`src/rtl/seg7_multi_ctrl.sv`:
```
// Multiplexed 7-segment display controller: digit scanning, PWM brightness,
// windowed data latch with optional idle clear, and leading-zero blanking.
module seg7_multi_ctrl #(
  parameter int NUM_DIGITS  = 4,
  parameter int TICK_DIV    = 250000,
  parameter int HOLD_TICKS  = 200,
  parameter bit CLR_ON_IDLE = 1'b1
) (
  input  logic                    clk_sys,
  input  logic                    rst_n,
  input  logic                    din_vld,
  input  logic [4*NUM_DIGITS-1:0] din,
  input  logic [NUM_DIGITS-1:0]   dot_in,
  input  logic                    mode_lzb,
  input  logic [2:0]              bright,
  output logic [NUM_DIGITS-1:0]   seg_sel_n,
  output logic [7:0]              hex_n,
  output logic                    upd_pulse
);

  localparam int SLOT_W  = $clog2(TICK_DIV);
  localparam int SUB_LEN = TICK_DIV / 8;
  localparam int SUB_W   = $clog2(SUB_LEN);
  localparam int HOLD_W  = $clog2(HOLD_TICKS);
  localparam int IDX_W   = $clog2(NUM_DIGITS);

  logic [SLOT_W-1:0]       slot_cnt;
  logic [SUB_W-1:0]        sub_cnt;
  logic [2:0]              sub_phase;
  logic [IDX_W-1:0]        digit_idx;
  logic [HOLD_W-1:0]       hold_cnt;
  logic [2:0]              bright_q;
  logic                    armed;
  logic [4*NUM_DIGITS-1:0] data_q;
  logic [NUM_DIGITS-1:0]   dot_q;
  logic                    tick;
  logic                    hold_tick;

  assign tick      = (slot_cnt == SLOT_W'(TICK_DIV - 1));
  assign hold_tick = tick && (hold_cnt == HOLD_W'(HOLD_TICKS - 1));

  // sub_cnt/sub_phase run in lockstep with slot_cnt, so sub_phase equals slot_cnt / SUB_LEN
  always_ff @(posedge clk_sys or negedge rst_n) begin
    if (!rst_n) begin
      slot_cnt  <= '0;
      sub_cnt   <= '0;
      sub_phase <= '0;
      digit_idx <= '0;
      hold_cnt  <= '0;
      bright_q  <= '0;
    end else if (tick) begin
      slot_cnt  <= '0;
      sub_cnt   <= '0;
      sub_phase <= '0;
      bright_q  <= bright;
      digit_idx <= (digit_idx == IDX_W'(NUM_DIGITS - 1)) ? '0 : digit_idx + 1'b1;
      hold_cnt  <= hold_tick ? '0 : hold_cnt + 1'b1;
    end else begin
      slot_cnt <= slot_cnt + 1'b1;
      if (sub_cnt == SUB_W'(SUB_LEN - 1)) begin
        sub_cnt   <= '0;
        sub_phase <= sub_phase + 1'b1;
      end else begin
        sub_cnt <= sub_cnt + 1'b1;
      end
    end
  end

  // din_vld is a one-cycle strobe with no ready: it is taken only while armed
  // (once per hold window) and silently dropped otherwise; a take beats hold_tick.
  always_ff @(posedge clk_sys or negedge rst_n) begin
    if (!rst_n) begin
      armed     <= 1'b0;
      data_q    <= '0;
      dot_q     <= '0;
      upd_pulse <= 1'b0;
    end else begin
      upd_pulse <= 1'b0;
      if (din_vld && armed) begin
        data_q    <= din;
        dot_q     <= dot_in;
        upd_pulse <= 1'b1;
        armed     <= 1'b0;
      end else if (hold_tick) begin
        armed <= 1'b1;
        if (armed && CLR_ON_IDLE) begin
          data_q <= '0;
          dot_q  <= '0;
        end
      end
    end
  end

  logic [NUM_DIGITS-1:0] zero_from;
  logic                  run_zero;
  logic [3:0]            cur_nib;
  logic                  cur_dot;
  logic                  cur_zero;
  logic                  cur_blank;
  logic                  cur_on;

  // zero_from[k]: nibbles and dots k..top are all zero
  always_comb begin
    run_zero  = 1'b1;
    zero_from = '0;
    cur_nib   = '0;
    cur_dot   = 1'b0;
    cur_zero  = 1'b0;
    for (int k = NUM_DIGITS - 1; k >= 0; k--) begin
      run_zero     = run_zero && (data_q[4*k +: 4] == 4'h0) && !dot_q[k];
      zero_from[k] = run_zero;
    end
    for (int k = 0; k < NUM_DIGITS; k++) begin
      if (digit_idx == IDX_W'(k)) begin
        cur_nib  = data_q[4*k +: 4];
        cur_dot  = dot_q[k];
        cur_zero = zero_from[k];
      end
    end
    cur_blank = mode_lzb && (digit_idx != '0) && cur_zero;
    cur_on    = (sub_phase <= bright_q);
  end

  logic [IDX_W-1:0]      s1_idx;
  logic [3:0]            s1_nib;
  logic                  s1_dot;
  logic                  s1_blank;
  logic                  s1_on;
  logic [NUM_DIGITS-1:0] s1_oh;

  always_comb begin
    s1_oh = '0;
    for (int k = 0; k < NUM_DIGITS; k++) s1_oh[k] = (s1_idx == IDX_W'(k));
  end

  function automatic logic [6:0] glyph(input logic [3:0] nib);
    case (nib)
      4'h0: glyph = 7'h40;  4'h1: glyph = 7'h79;  4'h2: glyph = 7'h24;  4'h3: glyph = 7'h30;
      4'h4: glyph = 7'h19;  4'h5: glyph = 7'h12;  4'h6: glyph = 7'h02;  4'h7: glyph = 7'h78;
      4'h8: glyph = 7'h00;  4'h9: glyph = 7'h10;  4'hA: glyph = 7'h08;  4'hB: glyph = 7'h03;
      4'hC: glyph = 7'h46;  4'hD: glyph = 7'h21;  4'hE: glyph = 7'h06;  default: glyph = 7'h0E;
    endcase
  endfunction

  // Anode and segments leave the same register stage, so they always switch together
  always_ff @(posedge clk_sys or negedge rst_n) begin
    if (!rst_n) begin
      s1_idx    <= '0;
      s1_nib    <= '0;
      s1_dot    <= 1'b0;
      s1_blank  <= 1'b0;
      s1_on     <= 1'b0;
      seg_sel_n <= '1;
      hex_n     <= 8'hFF;
    end else begin
      s1_idx   <= digit_idx;
      s1_nib   <= cur_nib;
      s1_dot   <= cur_dot;
      s1_blank <= cur_blank;
      s1_on    <= cur_on;
      if (s1_blank) begin
        seg_sel_n <= '1;
        hex_n     <= 8'hFF;
      end else begin
        seg_sel_n <= s1_on ? ~s1_oh : '1;
        hex_n     <= {~s1_dot, glyph(s1_nib)};
      end
    end
  end

endmodule
```
`config.mk`:
```
export PLATFORM = sky130hd
export DESIGN_NAME = seg7_multi_ctrl
export DESIGN_NICKNAME = d
export VERILOG_FILES = /design/src/rtl/seg7_multi_ctrl.sv
export SDC_FILE = /design/constraint.sdc
export NUM_CORES = 1
export LEC_CHECK = 0
export ABC_AREA = 1
export BUFFER_PORTS_ARGS = -buffer_cell sky130_fd_sc_hd__buf_2
export CORE_MARGIN = 5
export CORE_UTILIZATION = 50
export CTS_CLUSTER_DIAMETER = 80
export DETAILED_ROUTE_END_ITERATION = 6
export PLACE_DENSITY = 0.75
export SETUP_SLACK_MARGIN = 0.15
export SYNTH_ARGS = -nofsm -noshare
export SYNTH_HDL_FRONTEND = slang
export SYNTH_SLANG_ARGS = --single-unit
```
`constraint.sdc`:
```
create_clock -name clk_sys -period 1.65 [get_ports clk_sys]
set_clock_uncertainty 0.15 [all_clocks]
set_input_delay 0.33 -clock clk_sys [delete_from_list [all_inputs] [get_ports clk_sys]]
set_output_delay 0.33 -clock clk_sys [all_outputs]
set_load 0.1 [all_outputs]
```
Yosys cells after proc, flatten, opt, wreduce, memory -nomap -nowiden. Memories as Yosys holds them, arrays and structs flattened. Index checks and enable logic that the tools add are counted.

Register bits: 92. Bits in latches: 0. RAM bits: 0. ROM bits: 112. Output and inout port bits: 13. Memories: 1.

Add/sub/neg operators: 5. $mul: 0. Divide/modulo/power cells: 0. Magnitude comparators: 1. Eq/ne operators: 9. Shift operators: 0. Multiplexer cells: 31. Bitwise operators: 2. Reductions and logical operators: 26.

Memory list: (no name shown) (words 16, width 7, read ports 1, clocked after memory_dff 0, write ports 0, line 137) `case (nib)`.

Operators by type and width (count): $mux W16 (3); $mux W4 (9); $mux W15 (2); $add A18 B1 Y18 const B (1); $eq A18 B18 Y1 const B (1); $mux W18 (1); $logic_not A4 Y1 (4); $mux W8 (2); $add A15 B1 Y15 const B (1); $eq A15 B15 Y1 const B (1); $logic_and A1 B1 Y1 (11); $mux W1 (11); $add A8 B1 Y8 const B (1); $eq A2 B2 Y1 const B (4); $eq A8 B8 Y1 const B (1); $reduce_bool A2 Y1 (4); $mux W3 (2); $eq A2 B1 Y1 const B (2); $logic_not A1 Y1 (4); $logic_not A2 Y1 (2); $not A4 Y4 (1); $add A3 B1 Y3 const B (1); $le A3 B3 Y1 (1); $add A2 B1 Y2 const B (1); other kinds (3) (3).

Longest topological paths before layout. Gate-level depths: netlist (run 1).

Depth in word-level cells: 13. Mapped depth: 10.

Least setup slack after synthesis (run 1). OpenSTA, ideal clock, no wires.

Path kind: register -> register. From: reg slot_cnt[0]. To: reg data_q[1]. Arrival: 1.311 ns. Required time: 1.384 ns. Slack: 0.072 ns. Stages on the path, launching flop included: 10. Buffers on the path: 1. Period minus slack after synthesis: 1.578 ns. Path through: dfrtp_1 -> ha_1 -> nand3_2 -> nor2_4 -> nand3_2 -> nand2_1 -> nand2_2 -> buf_6 -> nand2_1 -> nand2_1.

Cells in the longest elaborated chain, start to end: 4.

Ends and longest elaborated chain: start: declaration (line 27) `logic [SLOT_W-1:0] slot_cnt;`; start signal: assignment (line 59) `slot_cnt <= slot_cnt + 1'b1;`; $eq A18 B18 Y1 (line 39) `assign tick = (slot_cnt == SLOT_W'(TICK_DIV - 1));`; $logic_and A1 B1 Y1 (line 40) `assign hold_tick = tick && (hold_cnt == HOLD_W'(HOLD_TICKS - 1));`; $reduce_bool A2 Y1 (no line); $reduce_and A2 Y1 (no line); end signal: assignment (line 80) `data_q <= din;`; end: declaration (line 34) `logic [4*NUM_DIGITS-1:0] data_q;`.

No other way between the ends. A chain may end at the register's enable or synchronous reset.

Worst setup path after layout (run 1).
From: reg slot_cnt[5]. To: reg data_q[9].

Same word-level chain as after synthesis.

==> results.md, run 1 <==
* Die footprint at 11500 µm²
* Synth warn at 0
* Worst Setup End Kind: register
* Port Buffer Count at 39
* Fin worst setup slack at -0.0267 ns
* Highest Signal Layer: met4
* Predominant post-synthesis flop cell: dfrtp_1
* Final period util at 102%
* #FFs+latches synth at 92
* Mux contribution to synthesized area at 0%
* Num ports at 40
* Failing checks: negative setup slack
* Crit path max fanout at 5
* P&R area growth vs syn at 38.5%
* Placement Cell Area at 5490 µm²
* Nets at 741
* Hold WC Path Type: input pin to register
* Final Core Density at 70.7%
* Mapped Cells at 584
* Post-synthesis average cell area at 8.08 µm²
* Vias at 4437
* Main combinational cell family by area after synthesis: simple AND/OR/NAND/NOR gates
* Routed length on met2 at 6190 µm
* Final instance area at 6540 µm²
* Clock-pin transition on the worst setup and hold timing paths at 0.10 ns
* Crit Path Category: register to register
* Async S/R FF share, synth at 100%
* Fin. Hold Viols at 0
* DP Cell Count at 775
* Slowest stage delay, CP at 0.41 ns
* M1 WL at 5260 µm
* Power per Cell Area at 1020 nW/µm²
* Vias in the first global route at 4059
* First-pass GRT wire length at 18700 µm
* Switching share of total power at 35.2%
* Antenna violations before repair at 0
* Startpoint types: register
* FMAX at 596 MHz
* Largest net degree at the start of global routing at 93
* Seq/Total Area, Yosys at 49.1%
* Clk root buf: clkbuf_8
* Synth Area in Compound Gates at 6.36%
* Combinational fraction of design power at 27.2%
* Die width at 107 µm
* Wire per inst at 15.2 µm
* DRT iter0 DRCs at 429
* Most frequent cells in the layout: 125 x nand2_1, 78 x dfrtp_1, 65 x inv_1
* Max_cap viols at 0
* Sequential share of power at 44.2%
* Antenna violation net count after detailed routing at 0
* Post-DP HPWL at 7110 µm
* GPL Wtd Cong at 0.910
* Crit path max-delay family: simple AND/OR/NAND/NOR gates
* Non-Filler Instances at 830
* Worst endpoint required time at 1.77 ns
* Most common cell after layout, fill and taps aside: nand2_1
* Critical path data arrival time at 1.80 ns
* Worst path slowest cell: dfrtp_1
* RSZ-0062 raised after global routing: true
* P_sw at 2340 µW
* Worst Path Buf+Inv at 0
* Setup-failing EPs final at 8
* Max_slew headroom at 67.5%
* Tot Pwr at 6640 µW
* WL final at 12600 µm
* Post-synth EDFFs at 0
* Core ar. at 9240 µm²
* Slew @ Worst Pin at 0.487 ns
* # DRC at 0
* Drt pass-1 iters at 5
* Xor/xnor cell area share of the yosys netlist at 2.97%
* CTS sink count at 92
* Gr usage total at 20.4%
* Row count at 35
* Synthesized cell area at 4720 µm²
* Pint at 4300 µW
* Leakage at 0.00310 µW
* Share of cells above drive strength 1 at 33.8%
* Routed wl met3 at 696 µm
* CTS tree: built
* Final Max Slew Viols at 0
* Clock Tree Buf Depth at 2
* Critical-path cell list: nor2_4 -> nand3_2 -> nor2_4 -> nand3_4 -> nand2_8 -> nand2_8 -> nand2_2 -> nand2_2
* Grt total ovfl at 0
* Post-synthesis adder-cell area fraction at 4.77%
* Post-Syn Nets at 629
* Cell variety after synth at 31
* Simple-gate share of the synthesized area at 28.9%
* Clk network pwr share at 28.5%
* Outcome: complete, but fails checks
* N_diodes at 0
* Starting Density at 51.1%
* Tmin final at 1.68 ns
* Chip Height at 107 µm
* Peak VDD IR at 0.000927 V
* Clk_lat worst skew at 0.36 ns
* CTS buffer count at 9
* DR vias/cell at 5.35
* # H-tree levels at 3
[repair_timing]
item / 4_1_cts / 5_1_grt
gates resized for setup: 43 / 104
buffers inserted: 9 / 14
hold buffers: 11 / 0
endpoints found under the hold margin: 90 / 0
pin swaps: 5 / 37
gates cloned: 3 / 2
setup endpoints to repair: 66 / 89
[layer usage]
layer | vias up | global-route usage [%]
met4 | 0 | 9.77
met1 | 2088 | 26.6
met2 | 209 | 33.0
met5 | - | 0
met3 | 54 | 3.49
li1 | 2086 | -
[metrics by stage]
stage               hold slack, ns  setup TNS [ns]  worst slack, ns
finish                      0.0115         -0.0761          -0.0267
detailed placement           0.230           -1.01          -0.0782
global placement             0.256               0           0.0252
CTS                        0.00180               0           0.0501
global route               0.00530           -2.76           -0.118
floorplan                   -0.116               0            0.144
[worst min-delay path: stages]
cell and delay [ns]:
buf_2 0.07, nand2_1 0.04, nand2_1 0.06
[power groups by stage]
stage	Sequential [µW]	Clock, µW	Combinational [µW]
after floorplan	3420	0	504
after global placement	2900	0	1620
after detailed placement	2910	0	1650
after CTS	2880	1910	1700
after global routing	2970	2020	1940
final	2940	1890	1810
[registers in the layout, indices dropped and copies added, names as in the netlist, 3 cells and up]
name and count:
hold_cnt 8, sub_phase 3, hex_n 8, dot_q 4
seg_sel_n 4, s1_nib 4, bright_q 3, data_q 16
slot_cnt 18, sub_cnt 15
[layout make-up]
class                   instances  area [µm²]
repair inverters                1        7.51
well taps                     129         161
inverters                      82         317
repair buffers                106         982
flip-flops and latches         92        2320
clock inverters                 6         119
clock buffers                  10         128
multi-input cells             404        2500
fillers                       668        2700
[cell families after synthesis]
family,Yosys count
and+or+nand+nor,311
buffers and inverters,91
xor gates and xnor gates,16
adders and majority gates,18
AOI/OAI and AO/OA,56
DFF,92
[path summary, 6_finish.rpt]
check	startpoint	endpoint	slack, ns	cells past startpoint
max	slot_cnt[5]	data_q[9]	-0.03	8
min	din[11]	data_q[11]	0.01	3
max reg2reg	slot_cnt[5]	data_q[9]	-0.03	8
min reg2reg	s1_dot	hex_n[7]	0.24	1
max in group asynchronous	rst_n	seg_sel_n[1]	0.57	3
min in group asynchronous	rst_n	slot_cnt[10]	0.39	3
[cell usage after synthesis (3+ instances only)]
cell / number / area (µm²)
xnor2_1: 3 / 26.3
nand2_1: 157 / 589
ha_1: 18 / 225
dfstp_2: 12 / 315
nand3_2: 4 / 40.0
nand2_2: 3 / 18.8
nand3_1: 38 / 190
o21ai_0: 25 / 125
inv_1: 78 / 293
clkbuf_1: 4 / 15.0
o211ai_1: 6 / 45.0
nand3b_1: 4 / 30.0
nand4_1: 19 / 119
buf_6: 4 / 45.0
nor2_1: 63 / 236
xor2_1: 13 / 114
dfrtp_1: 80 / 2000
a21oi_1: 20 / 100
nor3_1: 14 / 70.1
Power figures use the tool's default switching activity.
==> inputs of run 2 (changes only) <==
--- a/config.mk
+++ b/config.mk
@@ -11,7 +11,7 @@
 export CORE_UTILIZATION = 50
 export CTS_CLUSTER_DIAMETER = 80
 export DETAILED_ROUTE_END_ITERATION = 6
-export PLACE_DENSITY = 0.75
+export PLACE_DENSITY = 0.73
 export SETUP_SLACK_MARGIN = 0.15
 export SYNTH_ARGS = -nofsm -noshare
 export SYNTH_HDL_FRONTEND = slang
==> constraint.sdc (replaced) <==
create_clock -name clk_sys -period 2.1 [get_ports clk_sys]
set_clock_uncertainty 0.15 [all_clocks]
set_input_delay 0.42 -clock clk_sys [delete_from_list [all_inputs] [get_ports clk_sys]]
set_output_delay 0.42 -clock clk_sys [all_outputs]
set_load 0.1 [all_outputs]
==> results.md, run 2 (synthesis gave the netlist of run 1 again) <==
* Outcome: finished clean
* Post-DP HPWL at 6850 µm (-3.7%)
* Final Max Slew Viols at 0 (unchanged)
* Critical path data arrival time at 1.31 ns (-0.49 ns)
* GPL Wtd Cong at 0.907 (-0.34%)
* Clk root buf: clkbuf_8
* Slew @ Worst Pin at 0.639 ns (+0.152 ns)
* Power per Cell Area at 837 nW/µm² (-18%)
* P&R area growth vs syn at 10.9%
* CTS sink count at 92 (unchanged)
* Most frequent cells in the layout: 156 x nand2_1, 80 x dfrtp_1, 78 x inv_1
* First-pass GRT wire length at 16100 µm (-14%)
* Leakage at 0.00265 µW (-15%)
* Slowest stage delay, CP at 0.53 ns (+0.12 ns)
* N_diodes at 0 (unchanged)
* Gr usage total at 17.1% (-3.3 points)
* CTS buffer count at 9 (unchanged)
* Peak VDD IR at 0.000708 V (-24%)
* Fin. Hold Viols at 0 (unchanged)
* Die footprint at 11500 µm² (unchanged)
* Max reg flops at 18 (unchanged)
* DRT iter0 DRCs at 221 (-48%)
* Antenna violation net count after detailed routing at 0 (unchanged)
* Crit Path Category: register to primary output
* Setup TNS Final at 0 ns (+0.0761 ns)
* Biggest register: slot_cnt
* Wire per inst at 12.1 µm (-20%)
* Core ar. at 9240 µm² (unchanged)
* Antenna violations before repair at 0 (unchanged)
* Port Buffer Count at 39 (unchanged)
* Grt total ovfl at 0 (unchanged)
* RSZ-0062 raised after global routing: false
* Worst Setup End Kind: primary output
* Nets at 673 (-9.2%)
* CTS tree: built
* Drt pass-1 iters at 4 (-1)
* Setup-failing EPs final at 0 (-8)
* Most common cell after layout, fill and taps aside: nand2_1
* Worst Path Buf+Inv at 1 (+1)
* Vias in the first global route at 3740 (-7.9%)
* Chip Height at 107 µm (unchanged)
* Row count at 35 (unchanged)
* # DRC at 0 (unchanged)
* Clock-pin transition on the worst setup and hold timing paths at 0.10 ns (about the same)
* Largest net degree at the start of global routing at 93 (unchanged)
* Hold WC Path Type: input pin to register
* Crit path max fanout at 1 (-4)
* # Post-CTS Setup Buffers at 0 (-9)
* Worst path slowest cell: dfstp_2
* Share of cells above drive strength 1 at 13.1% (-21 points)
* DR vias/cell at 5.04 (-5.7%)
* Largest regs: slot_cnt: 18 flops, data_q: 16 flops, sub_cnt: 15 flops
* Num ports at 40 (unchanged)
* Final period util at 89.4%
* Vias at 3843 (-13%)
* Clk_lat worst skew at 0.36 ns (about the same)
* Die width at 107 µm (unchanged)
* Startpoint types: register
* Final Core Density at 56.6% (-14 points)
* Clock Tree Buf Depth at 2 (unchanged)
* Worst endpoint required time at 1.53 ns (-0.24 ns)
* Max_cap viols at 0 (unchanged)
* Max_slew headroom at 57.4% (-10 points)
* # H-tree levels at 3 (unchanged)
* FMAX at 533 MHz
* WL final at 9240 µm (-27%)
* Critical-path cell list: buf_2
* Tmin final at 1.88 ns
* Starting Density at 51.1% (unchanged)
* Crit path max-delay family: flip-flops
-- run 2: cell types whose count changed in the layout (fill, tap and decap cells not counted), moves of 10 or more --
cell and change:
buf_12 -14, buf_2 +13, buf_4 -44, dlygate4sd3_1 -10, inv_1 +13, inv_2 -10
nand2_1 +31, nand2_2 -28, nor2_1 +19, nor2_2 -13
-- run 2: power by group --
part	internal [µW]	switching [µW]	leakage, µW
clock	441	645	0.0000837
combinational	256	838	0.00141
sequential	2040	159	0.00116
-- run 2: worst paths after layout --
path / start / cells after the start / to / slack, ns
max: hex_n[4] / 1 / hex_n[4] / 0.22
min: dot_in[1] / 3 / dot_q[1] / 0.09
max reg2reg: slot_cnt[0] / 7 / slot_cnt[14] / 0.30
min reg2reg: s1_dot / 1 / hex_n[7] / 0.22
max in group asynchronous: rst_n / 3 / seg_sel_n[0] / 0.92
min in group asynchronous: rst_n / 3 / sub_cnt[7] / 0.45
-- run 2: area by class of cell --
class / instances / area, µm²
repair buffers: 42 / 235
inverters: 82 / 308
well taps: 129 / 161
multi-input cells: 401 / 2040
clock buffers: 10 / 128
fillers: 871 / 4010
clock inverters: 6 / 46.3
flip-flops and latches: 92 / 2320
-- run 2: per-stage QoR --
step / setup WS (ns) / hold WS [ns] / cell area, µm² / instances / total power, µW
2_1_floorplan: 0.522 / -0.0256 / 4720 / 584 / 3090
3_3_place_gp: 0.322 / 0.216 / 5040 / 745 / 3300
3_5_place_dp: 0.236 / 0.214 / 5040 / 745 / 3330
4_1_cts: 0.200 / 0.0788 / 5230 / 762 / 4420
5_1_grt: 0.154 / 0.0912 / 5230 / 762 / 4610
6_report: 0.222 / 0.0933 / 5230 / 762 / 4380
-- run 2: routing by layer --
metal	share of wire, %	GRT usage (%)
met2	46	28.2
met3	3.6	2.71
met5	0	0
met4	1.5	6.67
met1	49	22.7
-- run 2: what timing repair did --
action / CTS / global route
hold buffers: 1 / 0
gates resized for setup: 0 / 2
endpoints found under the setup margin: 0 / 20
hold endpoints to repair: 80 / 0
